**src/rtl/microondas_pkg.sv**
```systemverilog
// Shared types and helpers for the microwave keypad / time-entry path.
package microondas_pkg;

  localparam int unsigned KEYS  = 10;
  localparam int unsigned BCD_W = 4;

  typedef logic [BCD_W-1:0] bcd_t;

  typedef enum logic [1:0] {
    IDLE    = 2'd0,
    SETTLE  = 2'd1,
    LATCH   = 2'd2,
    RELEASE = 2'd3
  } key_state_e;

  typedef struct packed {
    bcd_t min_tens;
    bcd_t min_ones;
    bcd_t sec_tens;
    bcd_t sec_ones;
  } mmss_t;

  // Index of the set bit of a one-hot key code (highest wins if several).
  function automatic bcd_t key_to_bcd(input logic [KEYS-1:0] code);
    bcd_t digit;
    digit = '0;
    for (int unsigned i = 0; i < KEYS; i++) begin
      if (code[i]) digit = bcd_t'(i);
    end
    return digit;
  endfunction

endpackage

```
**src/rtl/keypad_time_entry_ctrl_settle_counter.sv**
```systemverilog
// Saturating settle counter; done is high while the count sits at SETTLE_CYCLES-1.
module settle_counter #(
  parameter int unsigned CNT_W         = 3,
  parameter int unsigned SETTLE_CYCLES = 4
) (
  input  logic clock,
  input  logic clear,
  input  logic restart,
  input  logic inc,
  output logic done
);

  localparam logic [CNT_W-1:0] LAST = CNT_W'(SETTLE_CYCLES - 1);

  logic [CNT_W-1:0] count_q;
  logic [CNT_W-1:0] count_d;

  // Restart wins over increment; hold at LAST so a long press never wraps.
  always_comb begin
    count_d = count_q;
    if (restart) begin
      count_d = '0;
    end else if (inc && (count_q != LAST)) begin
      count_d = count_q + CNT_W'(1);
    end
  end

  always_ff @(posedge clock or posedge clear) begin
    if (clear) begin
      count_q <= '0;
      done    <= 1'b0;
    end else begin
      count_q <= count_d;
      done    <= (count_d == LAST);
    end
  end

endmodule

```
**src/rtl/keypad_time_entry_ctrl.sv**
```systemverilog
// Keypad debounce and MM:SS BCD digit entry for the cook timer.
// Optional SECONDS_CLAMP_EN rejects digits that would push seconds tens above 5.
module keypad_time_entry_ctrl
  import microondas_pkg::*;
#(
  parameter int unsigned SETTLE_CYCLES = 4,
  parameter int unsigned CNT_W         = 3
) (
  input  logic            clock,
  input  logic            clear,
  input  logic [KEYS-1:0] keypad,
  input  logic            entry_en,
  input  logic            clear_entry,
  output logic [3:0]      sec_ones,
  output logic [3:0]      sec_tens,
  output logic [3:0]      min_ones,
  output logic [3:0]      min_tens,
  output logic            time_loaded,
  output logic            key_valid,
  output logic            key_error
);

  key_state_e      state_q;
  logic [KEYS-1:0] code_q;
  mmss_t           time_q;

  logic  cnt_restart;
  logic  cnt_inc;
  logic  cnt_done;
  logic  digit_ok;
  mmss_t time_shift;

  settle_counter #(
    .CNT_W         (CNT_W),
    .SETTLE_CYCLES (SETTLE_CYCLES)
  ) u_settle (
    .clock   (clock),
    .clear   (clear),
    .restart (cnt_restart),
    .inc     (cnt_inc),
    .done    (cnt_done)
  );

  // Counter runs only while the keypad matches the debounce target of the state.
  always_comb begin
    cnt_restart = 1'b0;
    cnt_inc     = 1'b0;
    case (state_q)
      IDLE:    cnt_restart = 1'b1;
      SETTLE:  if (keypad == code_q) cnt_inc = 1'b1; else cnt_restart = 1'b1;
      LATCH:   cnt_restart = 1'b1;
      RELEASE: if (keypad == '0) cnt_inc = 1'b1; else cnt_restart = 1'b1;
    endcase
  end

  // Candidate shifted register and accept decision for the settled code.
  always_comb begin
    time_shift.min_tens = time_q.min_ones;
    time_shift.min_ones = time_q.sec_tens;
    time_shift.sec_tens = time_q.sec_ones;
    time_shift.sec_ones = key_to_bcd(code_q);
`ifdef SECONDS_CLAMP_EN
    digit_ok = $onehot(code_q) && (time_q.sec_ones <= bcd_t'(5));
`else
    digit_ok = $onehot(code_q);
`endif
  end

  // The LATCH action is registered on the edge entering LATCH, so the pulse
  // and the new digits are visible during the LATCH cycle.
  always_ff @(posedge clock or posedge clear) begin
    if (clear) begin
      state_q     <= IDLE;
      code_q      <= '0;
      time_q      <= '0;
      time_loaded <= 1'b0;
      key_valid   <= 1'b0;
      key_error   <= 1'b0;
    end else begin
      key_valid <= 1'b0;
      key_error <= 1'b0;
      case (state_q)
        IDLE: begin
          if (keypad != '0) begin
            code_q  <= keypad;
            state_q <= SETTLE;
          end
        end
        SETTLE: begin
          if (keypad == '0) begin
            state_q <= IDLE;
          end else if (keypad != code_q) begin
            code_q <= keypad;
          end else if (cnt_done) begin
            state_q <= LATCH;
            if (entry_en) begin
              if (!digit_ok) begin
                key_error <= 1'b1;
              end else if (!clear_entry) begin
                time_q      <= time_shift;
                time_loaded <= 1'b1;
                key_valid   <= 1'b1;
              end
            end
          end
        end
        LATCH: state_q <= RELEASE;
        RELEASE: begin
          if ((keypad == '0) && cnt_done) state_q <= IDLE;
        end
      endcase
      if (clear_entry) begin
        time_q      <= '0;
        time_loaded <= 1'b0;
      end
    end
  end

  assign sec_ones = time_q.sec_ones;
  assign sec_tens = time_q.sec_tens;
  assign min_ones = time_q.min_ones;
  assign min_tens = time_q.min_tens;

endmodule

```
**config.mk**
```make
export PLATFORM = sky130hd
export DESIGN_NAME = keypad_time_entry_ctrl
export DESIGN_NICKNAME = d
export VERILOG_FILES = /design/src/rtl/microondas_pkg.sv /design/src/rtl/keypad_time_entry_ctrl_settle_counter.sv /design/src/rtl/keypad_time_entry_ctrl.sv
export SDC_FILE = /design/constraint.sdc
export NUM_CORES = 1
export LEC_CHECK = 0
export ABC_CLOCK_PERIOD_IN_PS = 5700
export CAP_MARGIN = 20
export CORE_ASPECT_RATIO = 0.9
export CORE_UTILIZATION = 60
export CTS_CLUSTER_SIZE = 24
export DETAILED_ROUTE_END_ITERATION = 12
export DONT_BUFFER_PORTS = 1
export MAX_ROUTING_LAYER = met4
export PLACE_DENSITY = 0.73
export SYNTH_ARGS = -nofsm -noshare
export SYNTH_HDL_FRONTEND = slang
export SYNTH_HIERARCHICAL = 1
export SYNTH_SLANG_ARGS = --single-unit
```
**constraint.sdc**
```tcl
create_clock -name clock -period 5.7 [get_ports clock]
set_clock_uncertainty 0.15 [all_clocks]
set_input_delay 0.57 -clock clock [delete_from_list [all_inputs] [get_ports clock]]
set_output_delay 0.57 -clock clock [all_outputs]
set_load 0.01 [all_outputs]
```
* Word level (Yosys, flattened, before mapping)
Cells that the tools add are included.
** Operators by class
- Add/sub/neg operators :: 10
- Equal/unequal tests :: 16
- Multiplexer cells :: 54
- Reduce and logical (&&, ||, !) cells :: 14
** Operator list (count)
- $mux W16 :: 7
- $mux W4 :: 8
- $mux W10 :: 3
- $mux W1 :: 25
- $pmux W10 S2 :: 1
- $ne A2 B2 Y1 const B :: 6
- $add A1 B1 Y2 :: 5
- $eq A10 B10 Y1 :: 1
- $logic_not A10 Y1 :: 1
- $mux W2 :: 5
- $ne A10 B10 Y1 :: 1
- $reduce_bool A10 Y1 :: 1
- $reduce_bool A2 Y1 :: 5
- $pmux W2 S4 :: 1
- $reduce_and A4 Y1 :: 2
- $add A2 B2 Y3 :: 2
- $mux W3 :: 2
- $ne A3 B2 Y1 const B :: 2
- $reduce_and A6 Y1 :: 1
- $add A3 B3 Y4 :: 1
- $add A4 B2 Y4 :: 1
- $eq A2 B2 Y1 const B :: 2
- $eq A4 B1 Y1 const B :: 1
- $add A3 B1 Y3 const B :: 1
- 8 further kinds :: 9
** Word-level totals
- Bits in registers :: 35
- Input port bits :: 14
- Output and inout port bits :: 19
- Logic and storage cells :: 105

* Logic depth before layout (Yosys ltp)
Gate-level depths: netlist (run 1).
- Depth in word-level cells :: 16
- Gate-level depth with buffers :: 15
- Mapped depth without buffers :: 13

* Hierarchy
Netlist (run 1), hierarchy kept.
** By module, submodules not included
- keypad_time_entry_ctrl :: times used 1, cells each 139, area each 1672.9 µm², sequential area each 775.7 µm²
- settle_counter :: times used 1, cells each 20, area each 209.0 µm², sequential area each 100.1 µm²

* Worst setup path before layout (run 1)
Ideal clock, no wire load.
- Path type :: reg2reg
- Start point :: register code_q[0]
- End point :: register time_q (netlist bit min_ones[0])
- Library setup time :: 0.121 ns
- Data arrival time :: 3.762 ns
- Data required time :: 5.429 ns
- Path slack :: 1.667 ns
- Cell stages (with the launch flop) :: 15
- Buffers on the path :: 1
- Clock period less this slack :: 4.033 ns
- Path through :: dfrtp_1 fa_1 fa_1 inv_1 fa_1 inv_1 ha_1 inv_1 fa_1 a2111oi_0 a21oi_1 nor2_1 a41oi_4 buf_6 a22o_1
** Between the ends
- Cells in the longest elaborated chain, start to end :: 7
- Elaborated cells on any way between the ends :: 9
- Classes of those cells :: add/sub (4); eq/ne (3); reduce/logical (2)
** RTL lines
- start, declared :: line keypad_time_entry_ctrl.sv:24 : logic [KEYS-1:0] code_q;
- start signal, assigned :: line keypad_time_entry_ctrl.sv:85 : code_q <= keypad;
- start signal, assigned :: line keypad_time_entry_ctrl.sv:93 : code_q <= keypad;
- $add A1 B1 Y2 (implied by the code) :: line keypad_time_entry_ctrl.sv:65 : digit_ok = $onehot(code_q);
- $add A2 B2 Y3 (implied by the code) :: line keypad_time_entry_ctrl.sv:65
- $add A3 B3 Y4 (implied by the code) :: line keypad_time_entry_ctrl.sv:65
- $add A4 B2 Y4 (implied by the code) :: line keypad_time_entry_ctrl.sv:65
- $eq A4 B1 Y1 :: line keypad_time_entry_ctrl.sv:65
- $reduce_bool A2 Y1 (no line)
- $reduce_and A6 Y1 (no line) *
- end signal, assigned :: line keypad_time_entry_ctrl.sv:100 : time_q <= time_shift;
- end, declared :: line keypad_time_entry_ctrl.sv:25 : mmss_t time_q;
Every way passes the cells marked *; elsewhere a longest branch is shown, timed or not.
A chain may end at the register's enable or synchronous reset.

* Worst setup path in the final report (run 1)
- Start point :: register code_q[0]
- End point :: register time_q (netlist bit sec_tens[2])
The elaborated chain is that of the path after synthesis.

==> impl_metrics.toml, run 1 <==
[power_and_ir_drop]
total_power_mw = 0.489
power.leakage_nw = 0.891
power_density_mw_per_mm2 = 247
ir_drop_uv = 187

[clock_network]
cts_root_buf = "clkbuf_4"
clock-sinks = 35
clock_latency_ns = 0.34
clk_pin_slew_worst_paths_ns = 0.10
postCtsSetupBuffers = 0
cts.htree.levels = 2
cts-resized-gates = 0
cts_tree = "built"
cts_buffer_depth = 2
cts_hold_buf = 1
cts_buffers = 5

[setup_path]
worstPathMaxFanout = 16
crit_type = "flip-flop to flip-flop"
critPathArrivalTime_ns = 4.39
required_ns = 5.79
cp-start-kind = "flip-flop"
end_kind = "flip-flop"

[placed_design]
io_buffer_count = 0
dp_hpwl_um = 2610
dp.cells = 196
dpl_cell_area_mm2 = 0.00190
place_ws_ns = 1.42
gp_congestion = 0.986

[finish]
final_area_mm2 = 0.00198
layout.nets = 188
layout_common_cells = "35 x dfrtp_1, 22 x a22o_1, 16 x inv_1, 10 x xnor2_1, 10 x nor2_1"
mostFrequentLayoutCell = "dfrtp_1"
antennaDiodeCount = 0
stdcell_count = 205
drive_gt1_frac = 0.152
final_core_util = 0.692
synthToLayoutAreaGrowth_pct = 5.19

[floorplan]
row_count = 18
die_y_um = 55.1
dieArea_mm2 = 0.00336
io_pins = 33
die_width_um = 61.0
coreArea_mm2 = 0.00286
initial_utilization = 0.658

[synth]
syn_area_per_cell_um2 = 11.8
synth_edf_count = 0
synth_seq_cells = 35
synth-seq-area-share = 0.465
syn_inst = 159
ys_types = 39
synth_nets = 183
yosysWarnings = 6
async_flop_share = 1.00
synthFlopType = "dfrtp_1"
syn_area_mm2 = 0.00188

[sta]
fin_ws_ns = 1.40
tns_ns = 0
fin_crit_ns = 4.30
hold_viol = 0
hold_ws_ns = 0.0163
setup_viol = 0
rsz0062_at_grt = "false"
slew_headroom = 0.634
drv_slew = 0
worstMarginPinSlew_ns = 0.549
max_freq_ghz = 0.233
period_share = 0.754

[detailed_routing]
drt.antenna.violating_nets = 0
drc = 0
vias = 1294
wire_per_inst_um = 16.9
drt_wl_total_um = 3460
drt_pass1_iterations = 4
viasPerCell = 6.31
first_iter_violations = 90

[global_route]
grt_overflow = 0
antenna_found_initial = 0
grt_usage = 0.251
grt_max_degree = 32
grt_pass1_wl_um = 5590
grt_pass1_vias = 1249

[outcome]
status = "completed"

[job]
max-cap-violations = 0

[worst_hold_path]
hp-class = "primary input to async pin"
-- logic make-up (layout without fill, tap and decap cells) --
| kind of cell | count (synthesis) | count (layout) | synth area share |
|---|---|---|---|
| AOI/OAI and AO/OA | 38 | 38 | 0.170 |
| xor gates and xnor gates | 11 | 11 | 0.0512 |
| adders and majority gates | 10 | 10 | 0.0904 |
| muxes | 6 | 6 | 0.0352 |
| DFF | 35 | 35 | 0.465 |
| and+or+nand+nor | 39 | 39 | 0.134 |
| buffers and inverters | 20 | 26 | 0.0545 |
-- Yosys cell counts, types with 2 or more instances --
library cell	number	share of area
nand2_1	7	0.014
dfrtp_1	35	0.47
nor4_1	2	0.0066
nor2_1	10	0.020
a22o_1	22	0.10
inv_1	16	0.032
or2_2	2	0.0066
xnor2_1	10	0.047
buf_6	2	0.012
fa_1	6	0.064
nand4_1	5	0.017
mux2_2	5	0.030
a21oi_1	7	0.019
nor4_4	2	0.023
ha_1	4	0.027
-- layout make-up --
cell class                 instances  area, µm²
clock buffer                       7       65.1
clock inverter                     1       7.51
fill                             220        881
inverter                          16       60.1
multi-input combinational        104        903
sequential                        35        876
tap                               40       50.0
timing repair buffer               2       17.5
-- state kept, by name (all words and copies together), names as in the netlist, 3 cells and up, named ones only --
signal	cells
sec_tens	4
min_ones	4
u_settle/count_q	3
sec_ones	4
code_q	10
min_tens	4
-- routing by layer --
layer	global-route usage	vias to the layer above	wire length (µm)
met5	-	-	0
met4	0.125	0	60
met3	0.0977	8	211
met2	0.388	40	1760
met1	0.287	657	1430
li1	-	589	-
-- worst max-delay path, stage by stage, from the launching register on --
cell and delay [ns]:
dfrtp_1 0.44, fa_1 0.52, fa_1 0.52, inv_1 0.05, fa_1 0.43, inv_1 0.07, ha_1 0.15, inv_1 0.06
fa_1 0.37, a2111oi_0 0.38, a21oi_1 0.07, nor2_1 0.33, a41oi_4 0.31, a22o_1 0.33
-- where the power goes --
group          total [mW]  internal, mW  leakage [nW]  switching [mW]
sequential          0.259         0.252         0.461         0.00721
combinational      0.0762        0.0322         0.393          0.0440
clock               0.154        0.0720        0.0375          0.0817
total               0.489         0.356         0.891           0.133
-- final timing paths --
| check | startpoint | end | slack (ns) | depth (start not counted) |
|---|---|---|---|---|
| worst max-delay path | code_q[0] | sec_tens[2] | 1.40 | 13 |
| worst min register to register | u_settle/done | flip-flop | 0.33 | 1 |
| worst max register to register | code_q[0] | sec_tens[2] | 1.40 | 13 |
| max in group asynchronous | clear | u_settle/count_q[1] | 4.85 | 2 |
| worst min-delay path | clear | state_q[0] | 0.02 | 2 |
| min in group clock | clear_entry | time_loaded | 0.14 | 1 |
Power figures use the tool's default switching activity.
==> run 2: changes to the inputs <==
Settings changed: ABC_CLOCK_PERIOD_IN_PS 5700 to 3700, CORE_UTILIZATION 60 to 56, PLACE_DENSITY 0.73 to 0.71.
Clock period 5.7 ns to 3.7 ns, I/O delays scaled along.
==> run 2 against run 1 <==
Compared with the run above: the flow now finishes with violations (hold timing, setup timing); fmax increased by 12%; sequential power rose by 53%; worst setup slack worse by 1.5 ns; die area grew 6.9%; clock power up 110%; first-iteration DRC count grew 16%; design area is 11% higher; sequential share of layout area shrank 4.5 points; clock-buffer cell count is 1 lower; highest routed layer unchanged.
==> impl_metrics.toml, run 2 (synthesis gave the netlist of run 1 again) <==
[power_and_ir_drop]
ir_drop_uv = 358
total_power_mw = 0.948
power_density_mw_per_mm2 = 430
power.leakage_nw = 0.986

[clock_network]
clock-sinks = 35
cts_tree = "built"
clock_latency_ns = 0.29
cts_buffers = 5
cts_buffer_depth = 2
clk_pin_slew_worst_paths_ns = 0.07
cts.htree.levels = 2
cts_root_buf = "clkbuf_8"

[setup_path]
worstPathMaxFanout = 8
rrSetupSlack_ns = -0.14
critPathArrivalTime_ns = 3.86
crit_type = "flip-flop to flip-flop"
end_kind = "flip-flop"
worst_r2r_endpoint = "min_ones[0]"
cp-start-kind = "flip-flop"
r2r_cells = 14
endpoint = "min_ones[0]"
timing.rr.start = "code_q[1]"
cp-startpoint = "code_q[1]"
required_ns = 3.73

[outcome]
failed_checks = "hold timing, setup timing"
status = "finished with violations"

[floorplan]
die_width_um = 63.1
initial_utilization = 0.600
dieArea_mm2 = 0.00360
coreArea_mm2 = 0.00314
die_y_um = 57.0
io_pins = 33
row_count = 19

[sta]
hold_viol = 21
setup_viol = 16
period_share = 1.04
rsz0062_at_grt = "true"
worstMarginPinSlew_ns = 0.840
fin_crit_ns = 3.84
hold_ws_ns = -0.0137
tns_ns = -1.57
drv_slew = 0
max_freq_ghz = 0.261
fin_ws_ns = -0.136
slew_headroom = 0.439

[global_route]
grt_max_degree = 23
top_usage_layer = "met2"
antenna_found_initial = 0
gr-usage-met2 = 0.406
grt_usage = 0.248
grt_pass1_wl_um = 6420
grt_overflow = 0
grt_pass1_vias = 1390
gr-usage-met1 = 0.282
grtUsageMet3 = 0.0720

[finish]
final_area_mm2 = 0.00221
synthToLayoutAreaGrowth_pct = 17.2
top_register = "code_q"
multi_input_area_um2 = 982
layout_common_cells = "35 x dfrtp_1, 22 x a22o_1, 15 x buf_4, 14 x inv_1, 10 x xnor2_1"
layout.nets = 205
stdcell_count = 223
mostFrequentLayoutCell = "dfrtp_1"
final.fill_count = 239
final_core_util = 0.703
regArea_um2 = 876
antennaDiodeCount = 0
largest_reg_flops = 10
drive_gt1_frac = 0.254

[detailed_routing]
drc = 0
drt_wl_total_um = 4130
vias = 1386
wire_per_inst_um = 18.5
drt_pass1_iterations = 4
viasPerCell = 6.22
drt.antenna.violating_nets = 0
first_iter_violations = 104

[placed_design]
io_buffer_count = 0
dp.cells = 208
dpl_cell_area_mm2 = 0.00199
gp_congestion = 0.928
dp_hpwl_um = 2780
place_ws_ns = -0.0948

[job]
max-cap-violations = 0

[worst_hold_path]
hp-class = "primary input to async pin"
-- run 2: layer usage --
| metal | share of wire | wire length, µm |
|---|---|---|
| met1 | 0.41 | 1680 |
| met2 | 0.52 | 2130 |
| met3 | 0.062 | 257 |
| met4 | 0.015 | 63 |
| met5 | 0 | 0 |
-- run 2: how the worst min path moves through the flow --
stage / startpoint / to / slack (ns) / cells past startpoint
6_report: clear / async pin / -0.01 / 1
3_5_place_dp: clear / u_settle/count_q[0] / 0.005 / 1
2_1_floorplan: clear / u_settle/count_q[0] / -0.01 / 1
5_1_grt: entry_en / key_error / 0.05 / 2
4_1_cts: clear / code_q[0] / 0.02 / 1
3_3_place_gp: clear / u_settle/count_q[0] / 0.000001 / 1
-- run 2: area by class of cell --
class,instances,share of cell area
multi-input combinational,106,0.445
inverter,16,0.0272
clock inverter,1,0.0136
clock buffer,6,0.0329
tap,42,0.0238
timing repair buffer,17,0.0601
sequential,35,0.397
-- run 2: repair_timing --
item / in CTS / in global routing
endpoints found under the setup margin: 16 / 18
endpoints found under the hold margin: 5 / 0
pin swaps: 7 / 2
hold buffers: 2 / 0
setup buffers: 3 / 1
cloned: 2 / 0
resized for setup: 2 / 4
-- run 2: worst max-delay path, stage by stage (launching register included) --
cell,delay [ns]
dfrtp_1,0.40
fa_1,0.50
fa_1,0.51
inv_1,0.05
fa_1,0.44
inv_2,0.07
ha_4,0.13
inv_2,0.04
fa_2,0.36
a2111oi_4,0.23
a21oi_2,0.07
nor2_2,0.16
buf_4,0.16
a41oi_4,0.17
a22o_1,0.30
-- run 2: power breakdown --
group / switching, mW / internal [mW]
combinational: 0.117 / 0.109
sequential: 0.00706 / 0.388
clock: 0.130 / 0.197
total: 0.254 / 0.694
==> run 3: changes to the inputs <==
Settings changed: CORE_ASPECT_RATIO 0.9 to 1.75.
==> run 3 against run 2 <==
Compared with the run above: the flow finishes with violations (setup timing); critical path depth increased by 1; total power increased by 0.24%; worst setup slack got worse by 0.030 ns; cell count decreased by 0.90%; fmax decreased by 0.77%; combinational power decreased by 11%; register-to-register slack got worse by 0.03 ns; clock-buffer cell count unchanged; sequential share of layout area unchanged; critical endpoint is now min_tens[3].
==> impl_metrics.toml, run 3 (synthesis gave the netlist of run 1 again) <==
[placed_design]
io_buffer_count = 0
gp_congestion = 0.889
dp_hpwl_um = 2780
dp.cells = 208

[detailed_routing]
drt.antenna.violating_nets = 0
viasPerCell = 6.09
drt_wl_total_um = 3890
vias = 1345
first_iter_violations = 32
drt_pass1_iterations = 4
drc = 0
wire_per_inst_um = 17.6

[finish]
layout.nets = 201
final.fill_count = 248
multi_input_area_um2 = 968
synthToLayoutAreaGrowth_pct = 17.2
mostFrequentLayoutCell = "dfrtp_1"
top_register = "code_q"
layout_common_cells = "35 x dfrtp_1, 22 x a22o_1, 15 x inv_1, 10 x xnor2_1, 9 x nor2_1"
regArea_um2 = 876
drive_gt1_frac = 0.236
antennaDiodeCount = 0
stdcell_count = 221
largest_reg_flops = 10

[sta]
worstMarginPinSlew_ns = 0.663
fin_crit_ns = 3.87
hold_ws_ns = 0.0611
drv_slew = 0
period_share = 1.04
setup_viol = 18
slew_headroom = 0.555
rsz0062_at_grt = "true"
fin_ws_ns = -0.166
max_freq_ghz = 0.259
hold_viol = 0

[setup_path]
required_ns = 3.77
cp.depth = 15
path_buf_inv = 5
crit_type = "flip-flop to flip-flop"
worstPathMaxFanout = 8
end_kind = "flip-flop"
slowest_stage = "fa_1"
r2r_cells = 15
path_delay_family = "adder cells"
path_common_cell = "fa_1"
critPathArrivalTime_ns = 3.94
crit_chain = "fa_1 -> fa_1 -> inv_1 -> fa_1 -> inv_1 -> ha_2 -> inv_2 -> fa_2 -> a2111oi_4 -> a21oi_1 -> nor2_2 -> buf_6 -> buf_6 -> and4_4 -> a22o_1"
cp-start-kind = "flip-flop"
max_stage_delay_ns = 0.53

[floorplan]
dieArea_mm2 = 0.00361
die_y_um = 78.7
io_pins = 33
initial_utilization = 0.593
die_width_um = 45.8
row_count = 27
coreArea_mm2 = 0.00318

[clock_network]
cts_buffer_depth = 2
cts_tree = "built"
clock-sinks = 35
cts_buffers = 5
clock_latency_ns = 0.29
cts_root_buf = "clkbuf_8"
cts.htree.levels = 2
clk_pin_slew_worst_paths_ns = 0.07

[power_and_ir_drop]
pwr-share-comb = 0.211
ir_drop_uv = 322
power_density_mw_per_mm2 = 431
power.leakage_nw = 0.985
internal_power_mw = 0.702
clockPowerShare = 0.373
swShare = 0.261
power_frac_seq = 0.416
p_sw_mw = 0.248

[job]
max-cap-violations = 0

[global_route]
grt_max_degree = 22
antenna_found_initial = 0
grt_overflow = 0
grt_usage = 0.248
grt_pass1_wl_um = 6300
grt_pass1_vias = 1349

[worst_hold_path]
hp-class = "primary input to flip-flop"
worstHoldPathCells = 2

[outcome]
status = "finished with violations"
failed_checks = "setup timing"
## run 3: final cells by class
| class | count | share of cell area |
|---|---|---|
| clock buffer | 6 | 0.0374 |
| timing repair buffer | 13 | 0.0590 |
| inverter | 16 | 0.0272 |
| sequential | 35 | 0.397 |
| tap | 43 | 0.0244 |
| multi-input combinational | 106 | 0.439 |
| clock inverter | 2 | 0.0159 |
## run 3: per-stage QoR
stage               cell area, µm²  utilization  setup slack (ns)  total power, mW  TNS [ns]
floorplan                     1900            -           -0.0699            0.514    -0.736
global placement              1970        0.622           -0.0354            0.553    -0.511
detailed placement            2000        0.630            -0.111            0.566     -1.62
CTS                           2150        0.677            -0.118            0.919     -1.75
global route                  2210        0.695            -0.347            0.995     -5.75
finish                        2210        0.695            -0.166            0.950     -2.52
## run 3: repair_timing
action                     4_1_cts  5_1_grt
buffers inserted                 0        1
hold buffers                     2        0
hold endpoints to repair        15        0
resized for setup                1        4
pin swaps                        0       10
setup endpoints to repair       16       19
cloned                           1        1
## run 3: per-layer routing
layer  wire, µm  global-route usage  up-vias  part of all wire
met1       1490               0.276      671              0.38
li1           -                   -      617                 -
met4        125               0.124        0             0.032
met3        150              0.0552       10             0.039
met5          0                   -        -                 0
met2       2120               0.401       47              0.55
## run 3: final timing paths
| check | from | slack (ns) | to |
|---|---|---|---|
| setup / recovery | code_q[3] | -0.17 | min_tens[3] |
| hold / removal | entry_en | 0.06 | key_error |
| setup reg to reg | code_q[3] | -0.17 | min_tens[3] |
| hold reg to reg | u_settle/done | 0.33 | flip-flop |
| max in group asynchronous | clear | 2.47 | min_ones[2] |
| min in group asynchronous | clear | 0.27 | u_settle/done |
## run 3: power groups by stage
stage          registers (mW)  clock network (mW)  logic, mW
6_report                0.396               0.354      0.200
3_5_place_dp            0.403                   0      0.163
4_1_cts                 0.396               0.355      0.168
2_1_floorplan           0.403                   0      0.111
3_3_place_gp            0.403                   0      0.151
5_1_grt                 0.397               0.377      0.221
